## src/rtl/slam_status_capture.sv

```systemverilog
// Avalon-MM status capture: synchronized inputs, sticky W1C edge flags, bit-0 event counter, masked irq.
// Define STATUS_FALL_EDGE_EN to also flag falling transitions in EDGE.
module slam_status_capture #(
    parameter int WIDTH       = 5,
    parameter int SYNC_STAGES = 2,
    parameter int CNT_WIDTH   = 16
) (
    input  logic             clk,
    input  logic             reset_n,
    input  logic [1:0]       address,
    input  logic             read,
    input  logic             write,
    input  logic [31:0]      writedata,
    output logic [31:0]      readdata,
    output logic             irq,
    input  logic [WIDTH-1:0] status_in
);

    localparam int WARM = SYNC_STAGES + 1;
    localparam int WW   = $clog2(WARM + 1);

    logic [SYNC_STAGES-1:0][WIDTH-1:0] sync_q;
    logic [WIDTH-1:0]     s;
    logic [WIDTH-1:0]     prev_q;
    logic [WIDTH-1:0]     edge_q;
    logic [WIDTH-1:0]     mask_q;
    logic [WIDTH-1:0]     rise;
    logic [WIDTH-1:0]     det;
    logic [WIDTH-1:0]     clr;
    logic [CNT_WIDTH-1:0] count_q;
    logic [WW-1:0]        warm_q;
    logic [31:0]          rd_mux;
    logic                 armed;
    logic                 wr_edge;
    logic                 wr_mask;
    logic                 wr_count;
    logic                 unused_wd;

    assign s         = sync_q[SYNC_STAGES-1];
    assign armed     = (warm_q == WW'(WARM));
    assign wr_edge   = write && (address == 2'd1);
    assign wr_mask   = write && (address == 2'd2);
    assign wr_count  = write && (address == 2'd3);
    assign unused_wd = ^writedata;

    // Gate detection until prev has caught up with the synchronizer after reset.
    always_comb begin
        rise = '0;
        det  = '0;
        clr  = '0;
        if (armed) begin
            rise = s & ~prev_q;
`ifdef STATUS_FALL_EDGE_EN
            det  = s ^ prev_q;
`else
            det  = s & ~prev_q;
`endif
        end
        if (wr_edge)
            clr = writedata[WIDTH-1:0];
    end

    always_comb begin
        rd_mux = '0;
        case (address)
            2'd0: rd_mux[WIDTH-1:0]     = s;
            2'd1: rd_mux[WIDTH-1:0]     = edge_q;
            2'd2: rd_mux[WIDTH-1:0]     = mask_q;
            2'd3: rd_mux[CNT_WIDTH-1:0] = count_q;
            default: rd_mux = '0;
        endcase
    end

    always_ff @(posedge clk) begin
        if (!reset_n) begin
            sync_q   <= '0;
            prev_q   <= '0;
            warm_q   <= '0;
            edge_q   <= '0;
            mask_q   <= '0;
            count_q  <= '0;
            readdata <= '0;
            irq      <= 1'b0;
        end else begin
            sync_q <= {sync_q[SYNC_STAGES-2:0], status_in};
            prev_q <= s;
            if (!armed)
                warm_q <= warm_q + WW'(1);

            // Set wins over a same-cycle clear on the same bit.
            edge_q <= (edge_q & ~clr) | det;

            if (wr_mask)
                mask_q <= writedata[WIDTH-1:0];

            if (wr_count)
                count_q <= rise[0] ? CNT_WIDTH'(1) : '0;
            else if (rise[0])
                count_q <= count_q + CNT_WIDTH'(1);

            if (read)
                readdata <= rd_mux;

            irq <= |(edge_q & mask_q);
        end
    end

endmodule

```

## config.mk

```make
export PLATFORM = sky130hd
export DESIGN_NAME = slam_status_capture
export DESIGN_NICKNAME = d
export VERILOG_FILES = /design/src/rtl/slam_status_capture.sv
export SDC_FILE = /design/constraint.sdc
export NUM_CORES = 1
export LEC_CHECK = 0
export ABC_AREA = 1
export BUFFER_PORTS_ARGS = -buffer_cell sky130_fd_sc_hd__buf_2
export CAP_MARGIN = 20
export CORE_ASPECT_RATIO = 1.75
export CORE_MARGIN = 1
export CORE_UTILIZATION = 25
export DETAILED_ROUTE_END_ITERATION = 10
export GPL_TIMING_DRIVEN = 0
export HOLD_SLACK_MARGIN = 0.15
export SYNTH_ARGS = -nofsm -noshare
export SYNTH_HDL_FRONTEND = slang
export SYNTH_SLANG_ARGS = --single-unit
```

## constraint.sdc

```tcl
create_clock -name clk -period 4.48 [get_ports clk]
set_clock_uncertainty 0.15 [all_clocks]
set_input_delay 0.448 -clock clk [delete_from_list [all_inputs] [get_ports clk]]
set_output_delay 0.448 -clock clk [all_outputs]
set_load 0.03 [all_outputs]
```

# ---- Word-level counts from Yosys, hierarchy flattened
# Cells that the tools add are included.
dict set report totals {
  ff_bits 60
  latch_bits 0
  ramBits 0
  rom_bits 0
  in_bits 43
  output_inout_bits 33
  word_cells 34
  mem_count 0
}
dict set report op_classes {
  n_addsub 2
  n_mul 0
  n_div 0
  n_lt_le_gt_ge 0
  eq_ne 4
  shift 0
  n_mux 7
  bitwise_logic 6
  reduce_logical 6
}
# operator count
set ops {}
lappend ops {{$mux 16} 2}
lappend ops {{$pmux 5 s4} 1}
lappend ops {{$add 16x1->16 const B} 1}
lappend ops {{$and 5x5->5} 3}
lappend ops {{$mux 11} 1}
lappend ops {{$mux 5} 2}
lappend ops {{$not 5->5} 2}
lappend ops {{$eq 2x2->1 const B} 3}
lappend ops {{$or 5x5->5} 1}
lappend ops {{$reduce_or 5->1} 1}
lappend ops {{$logic_and 1x1->1} 3}
lappend ops {{$add 2x1->2 const B} 1}
lappend ops {{$eq 2x1->1 const B} 1}
lappend ops {{$logic_not 2->1} 1}
lappend ops {{$reduce_bool 2->1} 1}
lappend ops {{$mux 1} 1}

# ---- Logic depth before layout (Yosys ltp)
# Gate-level depths: netlist (run 1).
dict set report depth {
  depth_word 6
  mapped_depth 10
  ltp_nobuf 9
}

# ---- Worst setup path before layout (run 1)
# OpenSTA, ideal clock, no wires.
dict set report synth_timing {
  kind {flip-flop to flip-flop}
  from {reg warm_q[0]}
  to {reg count_q[8]}
  setup_time_ns 0.126
  t_arrival_ns 1.241
  t_required_ns 4.204
  slack_ns 2.963
  stages_incl_launch_ff 8
  path_buffers 1
  period_less_slack_ns 1.517
  cell_sequence {dfxtp_1 -> ha_1 -> clkbuf_2 -> nand3_4 -> nand2_2 -> nand2_1 -> o21ai_0 -> a21oi_1}
}
dict set report synth_via {
  elab_chain_len 3
}
# element line
set synth_lines {}
lappend synth_lines {{start, declared} 31} ;# logic [WW-1:0] warm_q;
lappend synth_lines {{start signal, assigned} 88} ;# warm_q <= warm_q + WW'(1);
lappend synth_lines {{$eq 2x2->1} 40} ;# assign armed = (warm_q == WW'(WARM));
lappend synth_lines {{$mux 5} 51} ;# if (armed) begin
lappend synth_lines {{$reduce_bool 2->1 (no source line)} --}
lappend synth_lines {{end signal, assigned} 97} ;# count_q <= rise[0] ? CNT_WIDTH'(1) : '0;
lappend synth_lines {{end signal, assigned} 99} ;# count_q <= count_q + CNT_WIDTH'(1);
lappend synth_lines {{end, declared} 30} ;# logic [CNT_WIDTH-1:0] count_q;
# No other way between the ends.
# A chain may end at the register's enable or synchronous reset.

# ---- Final worst setup path (run 1)
# Same ends and word-level chain as after synthesis.

==> results.md, run 1 <==
* Status: completed
* Routed wl met2 at 3.47 mm
* Dominant synthesized flop cell: dfxtp_1
* Achievable clock frequency at 571 MHz
* IR drop worst, VDD at 0.239 mV
* DR vias/cell at 4.31
* Synthesis-stage register bit count at 60
* Net count of the finished layout at 469
* Initial Util at 25.6%
* Hold path start: status_in[1]
* Detailed Place HPWL at 4.93 mm
* Final routed wire length divided by cell count at 11.5 um
* I/O Buffers at 29
* Design Power at 1470 uW
* Clock period minus final worst setup slack at 1.75 ns
* Synth area leaders: dfxtp_1 45%, nand2_1 9.7%, inv_1 9.4%
* Root buf cell: clkbuf_16
* Routed met1 length at 2.30 mm
* Final worst path period share at 39.1%
* Maximum number of pins on one net before global-route repair at 11
* Reg2Reg Setup Slack at 2.73 ns
* Final-report hold violation count at 0
* Synth async-reset ratio at 0%
* Critical Path AT at 1.81 ns
* Routability cong. at 0.911
* Number of levels the H-tree was split into at 3
* Most common cell in the netlist: nand2_1
* Launching point of the worst reg2reg path: warm_q[0]
* Total vias in the final route at 2396
* Worst Hold Path EP: sync_q[1]
* Horizontal die dimension at 79.7 um
* Met3 Routed Length at 272 um
* Wire length of the first global-routing pass at 10.4 mm
* Num ports at 76
* Overall overflow remaining after global route at 0
* Total power divided by cell area at 436 mW/mm2
* Cts bufs inserted at 9
* Iteration-0 DRC count of the detailed router at 97
* TritonRoute pass-1 iters at 5
* Most used standard cells in the synthesized netlist: 68 x nand2_1, 66 x inv_1, 60 x dfxtp_1, 42 x nor2_1, 27 x o21ai_0
* Library cell with the largest summed area after synthesis: dfxtp_1
* Cells resized by post-CTS repair at 0
* Max FO, Critical Path at 10
* CTS tree: built
* Sequential fraction of the synthesis area at 45.5%
* Post-route ant nets at 0
* Area of the mapped netlist at 0.00264 mm2
* Number of enable-type register cells in the synthesized netlist at 0
* Highest metal layer with signal wires: met4
* Count of different cell masters after synthesis at 25
* Clock-pin slew reported for the worst setup and hold paths after clock tree synthesis at 0.05 ns
* Layout-stage area growth over the synthesis result at 27.5%
* Least-Margin Pin Slew at 0.580 ns
* Endpoint of the worst register-to-register path: count_q[8]
* Min-delay worst type: in2reg
* Core region area at 0.0103 mm2
* Wire length reported by the detailed router at 6.40 mm
* GRT Util Overall at 12.9%
* Number of global-route vias before repair at 2377
* DRC Markers at 0
* Slew margin rel. at 61.4%
* Setup-violating endpoint count in the final report at 0
* Number of buffers on the longest clock path at 2
* Avg Cell Area, Syn at 7.22 um2
* Unrepaired setup endpoints after global routing: no
* Maximum Capacitance Violations at 0
* Logic depth of the worst register-to-register path at 7
* Final slew viol count at 0
* Top cell type's share of synthesized area at 45.5%
* Post-CTS Setup Inserts at 0
* Critical path origin: warm_q[0]
* Warnings, synthesis at 0
* Height of the die at 138 um
* Diodes inserted at 0
* Crit path required time at 4.54 ns
* Worst hold path stage count at 3
* Leakage power at 0.00163 uW
* Number of cells produced by synthesis at 366
* Crit start category: flop
* Core Rows at 49
* Post-route core utilization at 32.7%
* Area of the die at 0.0110 mm2
* Sink Count at 60
* Fill cells at 1117
* Share of final-layout standard cells stronger than drive strength 1 at 16.6%
* Clock Latency Late Sink at 0.33 ns
* Crit Path Category: reg2reg
* Number of antenna violations at the first check in global routing at 0
* Accumulated negative setup slack at 0 ns
* Capturing element type of the critical path: flop
-- cell usage in the layout, fill, tap and decap left out, types with 3 or more instances in the layout --
cell type / count
nand3b_1: 4
clkbuf_16: 9
nand2_1: 68
o211ai_1: 11
dfxtp_1: 60
a21oi_1: 20
buf_2: 32
nor2_1: 42
o22ai_1: 5
buf_4: 17
dlygate4sd3_1: 3
clkbuf_1: 7
conb_1: 16
inv_1: 66
nand3_1: 21
o21ai_0: 27
clkbuf_8: 3
-- area by class of cell --
class                           count  area, um2  share of cell area [%]
Timing Repair Buffer               32        175                    5.20
Inverter                           66        248                    7.36
Tap cell                          127        159                    4.72
Clock buffer                       12        267                    7.91
Sequential cell                    60       1200                    35.7
Clock inverter                      4       70.1                    2.08
Multi-Input combinational cell    226       1070                    31.8
Buffer                             29        179                    5.31
-- stage by stage --
stage                     instances  hold WS, ns  area, um2  worst slack, ns
after floorplan                 381        0.240       2700             2.96
after global placement          537        0.246       3000             2.73
after detailed placement        537        0.251       3000             2.70
after CTS                       556        0.150       3370             2.72
after global routing            556        0.166       3370             2.58
final                           556        0.156       3370             2.73
-- cells by family (layout without fill, tap and decap cells) --
| kind of cell | Yosys count | in the layout | synth area share (%) |
|---|---|---|---|
| and+or+nand+nor | 142 | 142 | 23.1 |
| buffers and inverters | 95 | 143 | 16.2 |
| AOI/OAI and AO/OA | 65 | 65 | 13.8 |
| DFF | 60 | 60 | 45.5 |
| adders and majority gates | 2 | 2 | 0.947 |
| other | 1 | 16 | 0.142 |
| xor gates and xnor gates | 1 | 1 | 0.332 |
-- power by group --
| part | switching (uW) | internal [uW] |
|---|---|---|
| Clock | 233 | 529 |
| Combinational | 93.3 | 44.3 |
| Sequential | 11.4 | 557 |
-- registers in the layout, summed over array words and instances (netlist names) --
name and flops:
prev_q 5, count_q 16, s 5, readdata 16, edge_q 5, warm_q 2
sync_q 5, mask_q 5, irq 1
-- critical path, stage by stage (launching register included) --
cell and delay, ns:
dfxtp_1 0.35, ha_1 0.15, clkbuf_2 0.21, nand3_4 0.15
nand2_2 0.19, nand2_1 0.12, o21ai_0 0.22, a21oi_1 0.09
-- worst max path at each step --
stage,endpoint
after detailed placement,count_q[3]
final,count_q[8]
after global placement,readdata[10]
after floorplan,count_q[8]
after CTS,count_q[8]
after global routing,count_q[8]
-- layer usage --
layer  vias to the layer above  GRT usage [%]
met2                        71           24.4
met3                        25           2.76
met5                         -              0
met1                      1061           11.1
met4                         0           11.0
li1                       1239              -
-- timing repair --
action | 4_1_cts | 5_1_grt
endpoints found under the setup margin | 0 | 0
hold buffers | 3 | 0
endpoints found under the hold margin | 3 | 0
(Power assumes the default switching activity.)
==> run 2, diff against run 1 <==
--- a/config.mk
+++ b/config.mk
@@ -5,7 +5,7 @@
 export SDC_FILE = /design/constraint.sdc
 export NUM_CORES = 1
 export LEC_CHECK = 0
-export ABC_AREA = 1
+export ABC_AREA = 0
 export BUFFER_PORTS_ARGS = -buffer_cell sky130_fd_sc_hd__buf_2
 export CAP_MARGIN = 20
 export CORE_ASPECT_RATIO = 1.75
==> constraint.sdc (replaced) <==
create_clock -name clk -period 1.5 [get_ports clk]
set_clock_uncertainty 0.15 [all_clocks]
set_input_delay 0.15 -clock clk [delete_from_list [all_inputs] [get_ports clk]]
set_output_delay 0.15 -clock clk [all_outputs]
set_load 0.03 [all_outputs]
==> results.md, run 2 <==
* DRC Markers at 0 (unchanged)
* Synthesis-stage register bit count at 60 (unchanged)
* Launching point of the worst reg2reg path: warm_q[0]
* Instance area at placement at 0.00297 mm2 (-0.92%)
* TritonRoute pass-1 iters at 4 (-1)
* Violated checks: negative setup slack
* Wire length of the first global-routing pass at 8.74 mm (-16%)
* Min-delay worst type: in2reg
* Net count of the finished layout at 384 (-18%)
* Area share of and/or/nand/nor cells after synthesis at 24.1% (+0.94 points)
* Synth async-reset ratio at 0% (unchanged)
* Final worst path period share at 107% (+68 points)
* Leakage power at 0.00145 uW (-11%)
* Warnings, synthesis at 0 (unchanged)
* Crit start category: flop
* Layout-stage area growth over the synthesis result at 37.1%
* Number of levels the H-tree was split into at 3 (unchanged)
* Sequential fraction of the synthesis area at 46.6% (+1.2 points)
* Number of cells produced by synthesis at 267 (-27%)
* I/O Buffers at 30 (+3.4%)
* Post-route core utilization at 35.6% (+2.9 points)
* Placed cell count at 437 (-19%)
* Total power divided by cell area at 1170 mW/mm2 (+170%)
* Most common cell in the netlist: dfxtp_1
* Share of final-layout standard cells stronger than drive strength 1 at 30.2% (+14 points)
* Crit Path Category: reg2reg
* Area used by multi-input combinational logic at 0.00131 mm2 (+22%)
* Library cell with the largest summed area after synthesis: dfxtp_1
* Area of the die at 0.0107 mm2 (-2.5%)
* Pre-CTS worst setup slack at -0.428 ns (-3.13 ns)
* Commonest non-fill, non-tap cells in the layout: 49 x dfxtp_1, 33 x nor2b_1, 31 x buf_2, 21 x a21oi_1, 21 x buf_4
* Number of global-route vias before repair at 1820 (-23%)
* Core region area at 0.00991 mm2 (-3.8%)
* Least-Margin Pin Slew at 0.591 ns (+0.0114 ns)
* IR drop worst, VDD at 0.601 mV (+150%)
* DR vias/cell at 4.25 (-1.5%)
* Storage element area at 0.00122 mm2 (+1.8%)
* Main combinational cell family by area after synthesis: simple AND/OR/NAND/NOR gates
* Clock-pin slew reported for the worst setup and hold paths after clock tree synthesis at 0.05 ns (about the same)
* Critical Path AT at 1.72 ns (-0.09 ns)
* Post-route insts no fill at 469 (-16%)
* Final routed wire length divided by cell count at 11.8 um (+2.5%)
* Slew margin rel. at 60.6% (-0.76 points)
* Number of enable-type register cells in the synthesized netlist at 0 (unchanged)
* Setup-violating endpoint count in the final report at 6 (+6)
* Unrepaired setup endpoints after global routing: yes
* Achievable clock frequency at 621 MHz (+8.7%)
* Adder-cell area share of the yosys netlist at 0.972% (+0.024 points)
* Clock period minus final worst setup slack at 1.61 ns (-0.140 ns)
* Avg Cell Area, Syn at 9.64 um2 (+34%)
* Max FO, Critical Path at 6 (-4)
* Leading cell type in the layout, fill and taps excluded: dfxtp_1
* Horizontal die dimension at 78.7 um (-1.2%)
* Status: complete, but fails checks
* Iteration-0 DRC count of the detailed router at 69 (-29%)
* Post-route ant nets at 0 (unchanged)
* Sink Count at 60 (unchanged)
* Final-report hold violation count at 0 (unchanged)
* Critical path origin: warm_q[0]
* Height of the die at 136 um (-1.2%)
* Mux share of post-synthesis cell area at 7.14% (+7.1 points)
* Core Rows at 48 (-2.0%)
* Top cell type's share of synthesized area at 46.6% (+1.2 points)
* GRT Util Overall at 11.1% (-1.7 points)
* Maximum Capacitance Violations at 0 (unchanged)
* Number of buffers on the longest clock path at 2 (unchanged)
* Dominant synthesized flop cell: dfxtp_1
* Area of the mapped netlist at 0.00257 mm2 (-2.5%)
* Cts bufs inserted at 9 (unchanged)
* Detailed Place HPWL at 3.97 mm (-19%)
* Initial Util at 26.0% (+0.34 points)
* Wire length reported by the detailed router at 5.53 mm (-14%)
* Diodes inserted at 0 (unchanged)
* Final worst setup slack at -0.110 ns (-2.84 ns)
* Maximum number of pins on one net before global-route repair at 12 (+1)
* Clock Latency Late Sink at 0.32 ns (about the same)
* Total vias in the final route at 1991 (-17%)
* Final Cell Area at 0.00353 mm2 (+4.8%)
* Share of the synthesized netlist area taken by xor and xnor gates at 3.40% (+3.1 points)
* Largest regs: count_q: 16 flops, readdata: 16 flops
* CTS tree: built
* Overall overflow remaining after global route at 0 (unchanged)
* Number of antenna violations at the first check in global routing at 0 (unchanged)
* Fill cells at 1013 (-9.3%)
* Final slew viol count at 0 (unchanged)
* Capturing element type of the critical path: flop
* Root buf cell: clkbuf_16
* Compound-gate portion of the synthesized area at 8.79% (-5.0 points)
* Most used standard cells in the synthesized netlist: 60 x dfxtp_1, 33 x nor2b_1, 22 x a21oi_1, 19 x and2_1, 16 x buf_4
* Crit path required time at 1.61 ns (-2.93 ns)
* Hold path start: read
* Synth area leaders: dfxtp_1 47%, nor2b_1 8.0%, buf_4 4.7%
* Num ports at 76 (unchanged)
* Routability cong. at 0.763 (-16%)
* Count of different cell masters after synthesis at 38 (+52%)
[run 2: cell types whose count changed in the layout (fill, tap and decap cells not counted), sizes merged, moves of 15 or more]
cell / previous run / this run
nand3: 23 / 4
inv: 66 / 7
nor2: 43 / 15
o21ai: 27 / 12
nand2: 69 / 10
and2: 0 / 19
nor2b: 0 / 33
[run 2: cell type report]
class	instances	share of cell area, %
Multi-Input combinational cell	187	37.1
Sequential cell	60	34.6
Timing Repair Buffer	47	8.72
Clock buffer	9	6.38
Buffer	27	5.39
Tap cell	125	4.43
Clock inverter	7	2.59
Inverter	7	0.744
[run 2: repair_timing]
item / 4_1_cts / 5_1_grt
endpoints found under the setup margin: 13 / 12
hold endpoints to repair: 25 / 0
pin swaps: 4 / 1
buffers inserted: 5 / 0
gates resized for setup: 16 / 9
hold buffers: 12 / 0
[run 2: cell families after synthesis]
logic type,after synthesis
buffers and inverters,35
AO/OA/AOI/OAI,41
other,1
AND/OR/NAND/NOR,106
XOR/XNOR,10
flip-flops,60
adder cells (fa/ha/maj),2
multiplexers,12
[run 2: power breakdown]
group	internal, uW	switching, uW
registers	1630	26.8
clock network	1440	720
logic	153	165
total	3230	912
[run 2: path summary, 6_finish.rpt]
kind	to	slack (ns)	cells after the start
max	count_q[13]	-0.11	5
min	readdata[15]	0.16	4
min reg2reg	s[0]	0.28	1
max reg2reg	count_q[13]	-0.11	5
[run 2: critical path, cell delays in order (launching register included)]
cell	delay [ns]
dfxtp_2	0.35
ha_4	0.15
nand3b_4	0.09
a211o_4	0.36
or3_1	0.33
a21oi_2	0.12
[run 2: through the flow]
| step | setup TNS, ns | hold WS, ns | total power (uW) |
|---|---|---|---|
| 6_report | -0.409 | 0.161 | 4140 |
| 5_1_grt | -1.07 | 0.187 | 4300 |
| 4_1_cts | -0.470 | 0.159 | 4190 |
| 3_5_place_dp | -2.35 | 0.211 | 1990 |
| 3_3_place_gp | -1.89 | 0.210 | 1980 |
| 2_1_floorplan | -0.459 | 0.127 | 1920 |
[run 2: layer usage]
metal,up-vias,track usage [%],part of all wire (%)
met5,-,0,0
met3,8,3.96,5.1
met4,0,7.82,3.3
li1,1016,-,-
met2,49,19.7,53
met1,918,10.5,39
==> run 3, diff against run 2 <==
--- a/config.mk
+++ b/config.mk
@@ -14,6 +14,7 @@
 export DETAILED_ROUTE_END_ITERATION = 10
 export GPL_TIMING_DRIVEN = 0
 export HOLD_SLACK_MARGIN = 0.15
+export RECOVER_POWER = 100
 export SYNTH_ARGS = -nofsm -noshare
 export SYNTH_HDL_FRONTEND = slang
 export SYNTH_SLANG_ARGS = --single-unit
==> results.md, run 3 (same netlist as run 2, synthesis figures left out) <==
* Status: complete, but fails checks
* Violated checks: negative setup slack
* TritonRoute pass-1 iters at 4 (unchanged)
* Commonest non-fill, non-tap cells in the layout: 49 x dfxtp_1, 33 x nor2b_1, 25 x clkbuf_1, 21 x a21oi_1, 21 x buf_4
* Crit start category: flop
* Fill cells at 1022 (+0.89%)
* Clock-pin slew reported for the worst setup and hold paths after clock tree synthesis at 0.05 ns (about the same)
* Leading cell type in the layout, fill and taps excluded: dfxtp_1
* Leakage power at 0.00137 uW (-5.9%)
* Max FO, Critical Path at 6 (unchanged)
* Highest cell delay on the worst timing path at 0.36 ns (about the same)
* Achievable clock frequency at 621 MHz (about the same)
* Final worst path period share at 107% (about the same)
* Clock period minus final worst setup slack at 1.61 ns (-0.000676 ns)
* Num ports at 76 (unchanged)
* Launching point of the worst reg2reg path: warm_q[0]
* Final slew viol count at 0 (unchanged)
* GRT Util Overall at 11.1% (unchanged)
* Core Rows at 48 (unchanged)
* DRC Markers at 0 (unchanged)
* Area of the die at 0.0107 mm2 (unchanged)
* Setup-violating endpoint count in the final report at 6 (unchanged)
* Detailed Place HPWL at 3.97 mm (unchanged)
* DR vias/cell at 4.24 (-0.15%)
* Net count of the finished layout at 384 (unchanged)
* Crit path required time at 1.61 ns (about the same)
* Wire length of the first global-routing pass at 8.74 mm (unchanged)
* Share of final-layout standard cells stronger than drive strength 1 at 25.0% (-5.2 points)
* Diodes inserted at 0 (unchanged)
* Overall overflow remaining after global route at 0 (unchanged)
* Accumulated negative setup slack at -0.405 ns (+0.00337 ns)
* Worst hold path stage count at 4 (unchanged)
* Number of buffers on the longest clock path at 2 (unchanged)
* Final routed wire length divided by cell count at 11.8 um (+0.34%)
* Height of the die at 136 um (unchanged)
* Slew margin rel. at 61.3% (+0.70 points)
* Hold path start: address[1]
* Maximum number of pins on one net before global-route repair at 12 (unchanged)
* Largest delay contributor family on the critical path: compound AO/OA/AOI/OAI gates
* Number of global-route vias before repair at 1820 (unchanged)
* Unrepaired setup endpoints after global routing: yes
* Root buf cell: clkbuf_16
* Final worst setup slack at -0.110 ns (+0.000676 ns)
* Capturing element type of the critical path: flop
* IR drop worst, VDD at 0.601 mV (about the same)
* CTS tree: built
* Min-delay worst type: in2reg
* Critical-path cell list: ha_4 -> nand3b_4 -> a211o_4 -> or3_1 -> a21oi_2
* Hold slack at 0.184 ns (+0.0234 ns)
* Logic depth of the worst register-to-register path at 5 (unchanged)
* Critical Path AT at 1.72 ns (about the same)
* Cts bufs inserted at 9 (unchanged)
* Routability cong. at 0.763 (unchanged)
* Worst Hold Path EP: readdata[0]
* Wire length reported by the detailed router at 5.55 mm (+0.34%)
* Crit Path Category: reg2reg
* Design Power at 4140 uW (about the same)
* Initial Util at 26.0% (unchanged)
* Post-route core utilization at 35.4% (-0.23 points)
* Reg2Reg Setup Slack at -0.11 ns (about the same)
* Largest regs: count_q: 16 flops, readdata: 16 flops
* Layout-stage area growth over the synthesis result at 36.2%
* Clock Latency Late Sink at 0.33 ns (about the same)
* Total vias in the final route at 1988 (-0.15%)
* Number of levels the H-tree was split into at 3 (unchanged)
* Buffers and inverters on the worst path at 0 (unchanged)
* Total power divided by cell area at 1180 mW/mm2 (+0.59%)
* Endpoint of the worst register-to-register path: count_q[13]
* Number of antenna violations at the first check in global routing at 0 (unchanged)
* Horizontal die dimension at 78.7 um (unchanged)
* Iteration-0 DRC count of the detailed router at 64 (-7.2%)
* Final Cell Area at 0.00351 mm2 (-0.64%)
* I/O Buffers at 30 (unchanged)
* Post-route ant nets at 0 (unchanged)
* Core region area at 0.00991 mm2 (unchanged)
* Least-Margin Pin Slew at 0.581 ns (-0.0105 ns)
* Master of the slowest instance on the critical path: a211o_4
* Maximum Capacitance Violations at 0 (unchanged)
* Sink Count at 60 (unchanged)
* Instance area at placement at 0.00297 mm2 (unchanged)
* Final-report hold violation count at 0 (unchanged)
[run 3: cell count changes in the layout (fill, tap and decap cells not counted), sizes merged]
cell / change
clkbuf: +18
buf: -18
[run 3: layer usage]
metal  GRT usage [%]  wire [um]  vias up
li1                -          -     1017
met1            10.5       2150      912
met2            19.7       2930       48
met3            3.96        266       11
met4            7.82        209        0
met5               0          0        -
[run 3: worst max path at each step]
stage                    start          end  slack (ns)  cells after the start
CTS                  warm_q[0]  count_q[13]       -0.11                      5
floorplan            warm_q[1]   count_q[9]       -0.12                      6
detailed placement  count_q[1]  count_q[14]       -0.43                      5
global route         warm_q[0]  count_q[15]       -0.17                      5
finish               warm_q[0]  count_q[13]       -0.11                      5
global placement    count_q[1]  count_q[14]       -0.35                      5
[run 3: layout make-up]
cell class              count  area [um2]  area share, %
clock inverters             7        91.3           2.60
well taps                 125         156           4.46
plain buffers              27         190           5.42
clock buffers               9         225           6.42
multi-input cells         187        1310           37.4
flip-flops and latches     60        1220           34.9
inverters                   7        26.3          0.749
repair buffers             47         285           8.13
[run 3: what timing repair did]
action / 4_1_cts / 5_1_grt
hold buffers: 12 / 0
hold endpoints to repair: 25 / 0
buffers inserted: 5 / 0
resized for setup: 16 / 9
endpoints found under the setup margin: 13 / 12
pin swaps: 4 / 1
[run 3: stage by stage]
step	setup slack, ns	cells
floorplan	-0.115	282
global placement	-0.353	437
detailed placement	-0.428	437
CTS	-0.106	469
global route	-0.174	469
finish	-0.110	469
[run 3: worst reg2reg max path, cell delays in order (launching register included)]
cell	delay (ns)
dfxtp_2	0.35
ha_4	0.15
nand3b_4	0.09
a211o_4	0.36
or3_1	0.33
a21oi_2	0.12
[run 3: where the power goes]
part	leakage (uW)	switching, uW	internal (uW)
Combinational	0.000718	165	152
Sequential	0.000493	27.2	1630
Clock	0.000155	719	1440
Total	0.00137	911	3230
